--- src/rtl/isa_addr_dispatcher_pkg.sv ---
// Shared types and constants for the ISA address capture read path.
`timescale 1ns/1ps
package isa_cap_pkg;

  typedef enum logic [2:0] {
    IDLE,
    POP,
    WAIT,
    SEND,
    HOLD
  } disp_state_t;

  localparam logic [19:0] UART_PAGE0_DEF = 20'h02001;
  localparam logic [19:0] UART_PAGE1_DEF = 20'h02002;

  localparam logic [7:0] TAG_UART  = 8'hA5;
  localparam logic [7:0] TAG_OTHER = 8'h5A;

  function automatic logic page_match(input logic [19:0] page,
                                      input logic [19:0] p0,
                                      input logic [19:0] p1);
    return (page == p0) || (page == p1);
  endfunction

endpackage

--- src/rtl/isa_addr_dispatcher_if.sv ---
// FIFO read side and host TX byte link of the ISA address dispatcher.
`timescale 1ns/1ps
interface isa_addr_dispatcher_if #(
    parameter int unsigned ADDR_W = 32,
    parameter int unsigned CNT_W  = 16
);
    logic              fifo_empty;
    logic [ADDR_W-1:0] fifo_dout;
    logic              fifo_valid;
    logic              fifo_rd_en;
    logic              tx_ready;
    logic              tx_valid;
    logic [7:0]        tx_data;
    logic              uart_busy;
    logic [CNT_W-1:0]  sent_cnt;

    modport master (
        input  fifo_empty, fifo_dout, fifo_valid, tx_ready,
        output fifo_rd_en, tx_valid, tx_data, uart_busy, sent_cnt
    );

    modport slave (
        output fifo_empty, fifo_dout, fifo_valid, tx_ready,
        input  fifo_rd_en, tx_valid, tx_data, uart_busy, sent_cnt
    );
endinterface

--- src/rtl/isa_byte_serializer.sv ---
// Holds one captured word and streams it MSB-first over a valid/ready byte link.
// ISA_ADDR_TAG_EN: prepend a page-class tag byte to every word.
`timescale 1ns/1ps
module isa_byte_serializer
    import isa_cap_pkg::*;
#(
    parameter int unsigned ADDR_W     = 32,
    parameter logic [19:0] UART_PAGE0 = UART_PAGE0_DEF,
    parameter logic [19:0] UART_PAGE1 = UART_PAGE1_DEF
) (
    input  logic              clk,
    input  logic              rst,
    input  logic              load,
    input  logic [ADDR_W-1:0] word,
    input  logic              tx_ready,
    output logic              tx_valid,
    output logic [7:0]        tx_data,
    output logic              is_uart,
    output logic              done
);
    localparam int unsigned WORD_BYTES = ADDR_W / 8;
`ifdef ISA_ADDR_TAG_EN
    localparam int unsigned NBYTES = WORD_BYTES + 1;
`else
    localparam int unsigned NBYTES = WORD_BYTES;
`endif
    localparam int unsigned IDX_W = (NBYTES > 1) ? $clog2(NBYTES) : 1;
    localparam logic [IDX_W-1:0] LAST_IDX = IDX_W'(NBYTES - 1);

    logic [ADDR_W-1:0] word_q;
    logic [IDX_W-1:0]  byte_idx;
    logic              start_q;
    logic              last;

    assign is_uart = page_match(word_q[ADDR_W-1 -: 20], UART_PAGE0, UART_PAGE1);
    assign last    = (byte_idx == LAST_IDX);
    assign done    = tx_valid && tx_ready && last;

    // start_q spends one cycle with the word held but not yet offered
    always_ff @(posedge clk or posedge rst) begin
        if (rst) begin
            word_q   <= '0;
            byte_idx <= '0;
            start_q  <= 1'b0;
            tx_valid <= 1'b0;
        end else if (load) begin
            word_q   <= word;
            byte_idx <= '0;
            start_q  <= 1'b1;
            tx_valid <= 1'b0;
        end else if (start_q) begin
            start_q  <= 1'b0;
            tx_valid <= 1'b1;
        end else if (tx_valid && tx_ready) begin
            if (last) tx_valid <= 1'b0;
            else      byte_idx <= byte_idx + IDX_W'(1);
        end
    end

    always_comb begin
        tx_data = '0;
        if (tx_valid) begin
`ifdef ISA_ADDR_TAG_EN
            if (byte_idx == '0) tx_data = is_uart ? TAG_UART : TAG_OTHER;
            for (int unsigned i = 0; i < WORD_BYTES; i++)
                if (byte_idx == IDX_W'(i + 1)) tx_data = word_q[ADDR_W-1-8*i -: 8];
`else
            for (int unsigned i = 0; i < WORD_BYTES; i++)
                if (byte_idx == IDX_W'(i)) tx_data = word_q[ADDR_W-1-8*i -: 8];
`endif
        end
    end
endmodule

--- src/rtl/isa_addr_dispatcher.sv ---
// Pops captured ISA addresses one at a time and forwards them as bytes, holding off after UART pages.
// ISA_ADDR_TAG_EN (in isa_byte_serializer): prepend a page-class tag byte to each word.
`timescale 1ns/1ps
module isa_addr_dispatcher
    import isa_cap_pkg::*;
#(
    parameter int unsigned ADDR_W         = 32,
    parameter int unsigned HOLDOFF_CYCLES = 2,
    parameter logic [19:0] UART_PAGE0     = UART_PAGE0_DEF,
    parameter logic [19:0] UART_PAGE1     = UART_PAGE1_DEF,
    parameter int unsigned CNT_W          = 16
) (
    input  logic                  clk,
    input  logic                  rst,
    isa_addr_dispatcher_if.master bus
);
    localparam int unsigned HC_W = (HOLDOFF_CYCLES > 0) ? $clog2(HOLDOFF_CYCLES + 1) : 1;
    localparam logic [HC_W-1:0] HOLD_INIT = HC_W'(HOLDOFF_CYCLES);

    disp_state_t      state_q, state_d;
    logic [HC_W-1:0]  hold_cnt_q;
    logic [CNT_W-1:0] sent_cnt_q;
    logic             uart_busy_q;
    logic             capture_q;
    logic             rd_en;
    logic             load;
    logic             is_uart;
    logic             done;

    isa_byte_serializer #(
        .ADDR_W     (ADDR_W),
        .UART_PAGE0 (UART_PAGE0),
        .UART_PAGE1 (UART_PAGE1)
    ) u_ser (
        .clk      (clk),
        .rst      (rst),
        .load     (load),
        .word     (bus.fifo_dout),
        .tx_ready (bus.tx_ready),
        .tx_valid (bus.tx_valid),
        .tx_data  (bus.tx_data),
        .is_uart  (is_uart),
        .done     (done)
    );

    always_ff @(posedge clk or posedge rst) begin
        if (rst) state_q <= IDLE;
        else     state_q <= state_d;
    end

    always_comb begin
        state_d = state_q;
        rd_en   = 1'b0;
        load    = 1'b0;
        unique case (state_q)
            IDLE: if (!rst && !bus.fifo_empty && hold_cnt_q == '0) begin
                rd_en   = 1'b1;
                state_d = POP;
            end
            POP: if (bus.fifo_valid) begin
                load    = 1'b1;
                state_d = SEND;
            end else begin
                state_d = WAIT;
            end
            WAIT: if (bus.fifo_valid) begin
                load    = 1'b1;
                state_d = SEND;
            end
            SEND: if (done) state_d = (is_uart && HOLDOFF_CYCLES > 0) ? HOLD : IDLE;
            HOLD: if (hold_cnt_q <= HC_W'(1)) state_d = IDLE;
            default: state_d = IDLE;
        endcase
    end

    // busy rises one cycle after the word lands in the serializer and falls as hold-off expires
    always_ff @(posedge clk or posedge rst) begin
        if (rst) begin
            hold_cnt_q  <= '0;
            sent_cnt_q  <= '0;
            uart_busy_q <= 1'b0;
            capture_q   <= 1'b0;
        end else begin
            capture_q <= load;
            if (capture_q && is_uart) uart_busy_q <= 1'b1;
            if (state_q == SEND && done) begin
                sent_cnt_q <= sent_cnt_q + CNT_W'(1);
                if (is_uart && HOLDOFF_CYCLES > 0) hold_cnt_q  <= HOLD_INIT;
                else                               uart_busy_q <= 1'b0;
            end
            if (state_q == HOLD && hold_cnt_q != '0) begin
                hold_cnt_q <= hold_cnt_q - HC_W'(1);
                if (hold_cnt_q == HC_W'(1)) uart_busy_q <= 1'b0;
            end
        end
    end

    assign bus.fifo_rd_en = rd_en;
    assign bus.uart_busy  = uart_busy_q;
    assign bus.sent_cnt   = sent_cnt_q;
endmodule

--- src/flat_wrapper.sv ---
// flat-port wrapper written by rule: the top's interface ports become plain ports
module isa_addr_dispatcher_flat import isa_cap_pkg::*;
#(
    parameter int unsigned ADDR_W         = 32,
    parameter int unsigned HOLDOFF_CYCLES = 2,
    parameter logic [19:0] UART_PAGE0     = UART_PAGE0_DEF,
    parameter logic [19:0] UART_PAGE1     = UART_PAGE1_DEF,
    parameter int unsigned CNT_W          = 16
)
  (clk, rst, bus_fifo_empty, bus_fifo_dout, bus_fifo_valid, bus_tx_ready, bus_fifo_rd_en, bus_tx_valid, bus_tx_data, bus_uart_busy, bus_sent_cnt);
  isa_addr_dispatcher_if #(.ADDR_W(ADDR_W), .CNT_W(CNT_W)) bus_i ();
  input  logic clk;
  input  logic rst;
  input wire logic [$bits(bus_i.fifo_empty)-1:0] bus_fifo_empty;
  input wire logic [$bits(bus_i.fifo_dout)-1:0] bus_fifo_dout;
  input wire logic [$bits(bus_i.fifo_valid)-1:0] bus_fifo_valid;
  input wire logic [$bits(bus_i.tx_ready)-1:0] bus_tx_ready;
  output wire logic [$bits(bus_i.fifo_rd_en)-1:0] bus_fifo_rd_en;
  output wire logic [$bits(bus_i.tx_valid)-1:0] bus_tx_valid;
  output wire logic [$bits(bus_i.tx_data)-1:0] bus_tx_data;
  output wire logic [$bits(bus_i.uart_busy)-1:0] bus_uart_busy;
  output wire logic [$bits(bus_i.sent_cnt)-1:0] bus_sent_cnt;
  assign bus_i.fifo_empty = bus_fifo_empty;
  assign bus_i.fifo_dout = bus_fifo_dout;
  assign bus_i.fifo_valid = bus_fifo_valid;
  assign bus_i.tx_ready = bus_tx_ready;
  assign bus_fifo_rd_en = bus_i.fifo_rd_en;
  assign bus_tx_valid = bus_i.tx_valid;
  assign bus_tx_data = bus_i.tx_data;
  assign bus_uart_busy = bus_i.uart_busy;
  assign bus_sent_cnt = bus_i.sent_cnt;
  isa_addr_dispatcher #(.ADDR_W(ADDR_W), .HOLDOFF_CYCLES(HOLDOFF_CYCLES), .UART_PAGE0(UART_PAGE0), .UART_PAGE1(UART_PAGE1), .CNT_W(CNT_W)) u_core (.clk(clk), .rst(rst), .bus(bus_i));
endmodule
--- config.mk ---
export PLATFORM = sky130hd
export DESIGN_NAME = isa_addr_dispatcher_flat
export DESIGN_NICKNAME = d
export VERILOG_FILES = /design/src/rtl/isa_addr_dispatcher_pkg.sv /design/src/rtl/isa_addr_dispatcher_if.sv /design/src/rtl/isa_byte_serializer.sv /design/src/rtl/isa_addr_dispatcher.sv /design/src/flat_wrapper.sv
export SDC_FILE = /design/constraint.sdc
export NUM_CORES = 1
export LEC_CHECK = 0
export CORE_MARGIN = 2
export CORE_UTILIZATION = 30
export CTS_BUF_LIST = sky130_fd_sc_hd__clkbuf_8
export DETAILED_ROUTE_END_ITERATION = 6
export PLACE_DENSITY = 0.55
export REMOVE_ABC_BUFFERS = 1
export SLEW_MARGIN = 20
export SYNTH_ARGS = -nofsm -noshare
export SYNTH_HDL_FRONTEND = slang
export SYNTH_SLANG_ARGS = --single-unit
--- constraint.sdc ---
create_clock -name clk -period 1.99 [get_ports clk]
set_input_delay 0.199 -clock clk [delete_from_list [all_inputs] [get_ports clk]]
set_output_delay 0.199 -clock clk [all_outputs]
set_load 0.1 [all_outputs]
==> results.cfg <==
[setup_path]
critPathLaunch = u_core.u_ser.byte_idx[1]$_DFFE_PP0P_
path_cells = inv_2 > buf_6 > ha_4 > and3b_1 > a211oi_2 > a211o_1 > a21boi_2 > buf_12
worst-path-buf-inv = 3
cp_max_fo = 8
crit_arrival_ns = 2.01
cpLargestDelayFamily = compound AO/OA/AOI/OAI gates
critPathCaptureType = output port
crit_required_ns = 1.79
r2r_end = u_core.bus.sent_cnt[14]$_DFFE_PP0P_
setup.reg_to_reg.worst_slack_ns = 0.18
worst_path_max_delay_cell = dfrtp_1
critPathLaunchType = flop
endpoint = bus_tx_data[7]
cp_num_cells = 8
critPathMaxStageDelay_ns = 0.40
r2r_cells = 7
worstSetupPathType = flop to output port
rr_startpoint = u_core.u_ser.byte_idx[1]$_DFFE_PP0P_

[logic_synthesis]
ys.warnings.count = 0
yosys-top-cells-area = dfrtp_1 48%, mux2_4 13%, xnor2_1 3.2%
yosys.area.top_type = dfrtp_1
ys_seq_area_frac = 0.478
syn_area_sq_um = 3040
syn_inst = 252
yosysTopAreaCellShare = 0.478
ys_types = 40
synth_seq_cells = 58
syn_avg_cell_area_sq_um = 12.1

[sta]
holdWs_ns = 0.183
fin_crit_ns = 2.21
report.final.slew_viol_count = 0
tightest_slew_ns = 0.430
fmax_ghz = 0.453
setup_viol = 8
tns_ns = -1.39
finalCritPeriodShare = 1.11
grt_setup_unrepaired = true
final.setup.worst_slack_ns = -0.217
final_hold_viol_count = 0
slew_headroom = 0.710
finClkSkew_ns = 0.00561

[detailed_routing]
drt-pass1-iter-count = 4
viasPerCell = 4.62
routedWlPerCell_um = 14.5
ant_nets = 0
first_iter_violations = 59
route.detailed.drc = 0
drt-total-wl_um = 6900
route.vias.total = 2188

[cts]
cts_hold_buf = 0
cts_sinks = 58
clk_latency_ns = 0.33
clockBufferDepth = 2
clk_pin_slew_ns = 0.06
root_buffer = clkbuf_8
numCtsBuffers = 9
cts_tree = done
h-tree-depth = 3

[layout]
drive_above_1_share = 0.364
n_fill_cell = 965
areaGrowthSynthToFinish_pct = 41.6
fin_nets = 384
n_antenna_cell = 0

[power_and_ir_drop]
leakagePower_nw = 1.96
peakVddDrop_mv = 1.17
power_density_nw_per_um2 = 1450

[job]
drv_cap = 0

[placed_design]
globalplace.congestion = 0.725
port_buffers = 63
dp.final_hpwl_um = 4860

[global_routing]
grt_pass1_vias = 2366
grt_start_max_net_pins = 35
grt_first_pass_wirelength_um = 11700
grt_usage = 0.133
antenna_found_initial = 0
grt_overflow_total = 0

[floorplan]
coreArea_sq_um = 9820
row_count = 36
die_w_um = 105
die_y_um = 105
ios = 64
die_area_sq_um = 10900
start_util = 0.309

[status]
outcome = finished with violations
violations = negative setup slack

[worst_hold_path]
hold_path.class = input pin to asynchronous set/reset pin
flip-flops by register name, summed over array words and instances, names as in the netlist:
signal	flops
u_core.u_ser.word_q	32
u_core.bus.sent_cnt	16
u_core.state_q	3
u_core.hold_cnt_q	2
u_core.u_ser.byte_idx	2
u_core.bus.uart_busy	1
u_core.capture_q	1
u_core.u_ser.tx_valid	1
Yosys cell counts:
cell / count
o21ai_0: 2
o211a_1: 1
and3_1: 1
o31ai_1: 1
or3b_2: 1
and4bb_2: 1
nand2_1: 21
o2bb2ai_1: 1
nor4b_1: 1
o31a_1: 1
and2_1: 2
buf_2: 2
dfrtp_1: 58
xor2_1: 7
or4b_1: 1
and4_1: 3
ha_1: 7
and3b_2: 1
o21bai_1: 1
nor3_1: 3
a211oi_1: 9
buf_6: 2
and3b_1: 8
nand4_1: 8
mux2_4: 26
nor4_1: 3
nor4_4: 1
a21boi_0: 9
xnor2_1: 11
a211o_1: 8
buf_12: 3
a21o_2: 1
nand2b_1: 1
a21oi_1: 2
mux2_2: 7
nor2_1: 13
inv_1: 15
nand3_1: 4
clkbuf_1: 4
nand3b_1: 1
worst register-to-register path, delay by kind of cell (launching register included):
family / cells / cell delay [ns]
buf+inv: 2 / 0.28
simple gates: 3 / 0.75
fa+ha+maj: 1 / 0.20
flops: 1 / 0.37
xor+xnor: 1 / 0.16
placed cells by master, fill, tap and decap left out, types with 8 or more instances in the layout:
cell type / count
dfrtp_1: 57
clkdlybuf4s50_1: 36
buf_4: 34
mux2_4: 26
nand2_1: 21
nor2_1: 13
buf_12: 13
clkbuf_8: 12
xnor2_1: 11
inv_1: 10
nand4_1: 8
and3b_1: 8
a211o_1: 8
what timing repair did:
action / in CTS / in global routing
gates cloned: 0 / 0
pin swaps: 15 / 4
buffers inserted: 8 / 3
endpoints found under the setup margin: 9 / 12
resized for setup: 34 / 6
report_power, final:
group	internal [W]	switching [W]	leakage [nW]
Sequential	0.00158	0.000375	0.728
Clock	0.000526	0.000411	0.0863
Combinational	0.00171	0.00165	1.14
through the flow:
step                      cell area (sq um)  std cells  worst slack [ns]  power [W]  utilization
after floorplan                        2930        241             -1.67    0.00407            -
after global placement                 3940        452            -0.107    0.00510        0.401
after detailed placement               3940        452            -0.166    0.00514        0.401
after CTS                              4250        471            -0.232    0.00626        0.433
after global routing                   4300        474            -0.304    0.00660        0.438
final                                  4300        474            -0.217    0.00626        0.438
metal layers:
layer,vias up,wire length (um),track usage
met5,-,0,0
met4,0,82,0.0286
met3,10,432,0.0536
met2,67,3210,0.209
met1,1045,3170,0.172
li1,1066,-,-
final cells by class:
type                            instances  area [sq um]  share of cell area
Multi-Input combinational cell        168          1530               0.355
Clock buffer                           12           165              0.0384
Sequential cell                        58          1450               0.338
Timing Repair Buffer                   88           932               0.217
Tap cell                              133           166              0.0387
Inverter                               15          58.8              0.0137
how the worst min path moves through the flow:
stage,startpoint,to,slack [ns],cells past startpoint
after CTS,rst,u_core.state_q[0]$_DFFE_PP0P_,0.19,2
final,rst,u_core.state_q[2]$_DFFE_PP0P_,0.18,2
after global placement,u_core.bus.sent_cnt[15]$_DFFE_PP0P_,u_core.bus.sent_cnt[15]$_DFFE_PP0P_,0.47,1
after detailed placement,u_core.bus.sent_cnt[15]$_DFFE_PP0P_,u_core.bus.sent_cnt[15]$_DFFE_PP0P_,0.47,1
after floorplan,bus_fifo_dout[0],u_core.u_ser.word_q[0]$_DFFE_PP0P_,0.35,1
after global routing,rst,u_core.state_q[2]$_DFFE_PP0P_,0.21,2
cells by family (layout without fill, tap and decap cells):
family / count (synthesis) / after routing / synth area share
AND/OR/NAND/NOR: 74 / 74 / 0.142
buffers and inverters: 26 / 115 / 0.0540
XOR/XNOR: 18 / 18 / 0.0519
adder cells (fa/ha/maj): 7 / 7 / 0.0288
multiplexers: 33 / 33 / 0.154
AO/OA/AOI/OAI: 36 / 36 / 0.0910
flip-flops: 58 / 58 / 0.478
(Power assumes the default switching activity.)
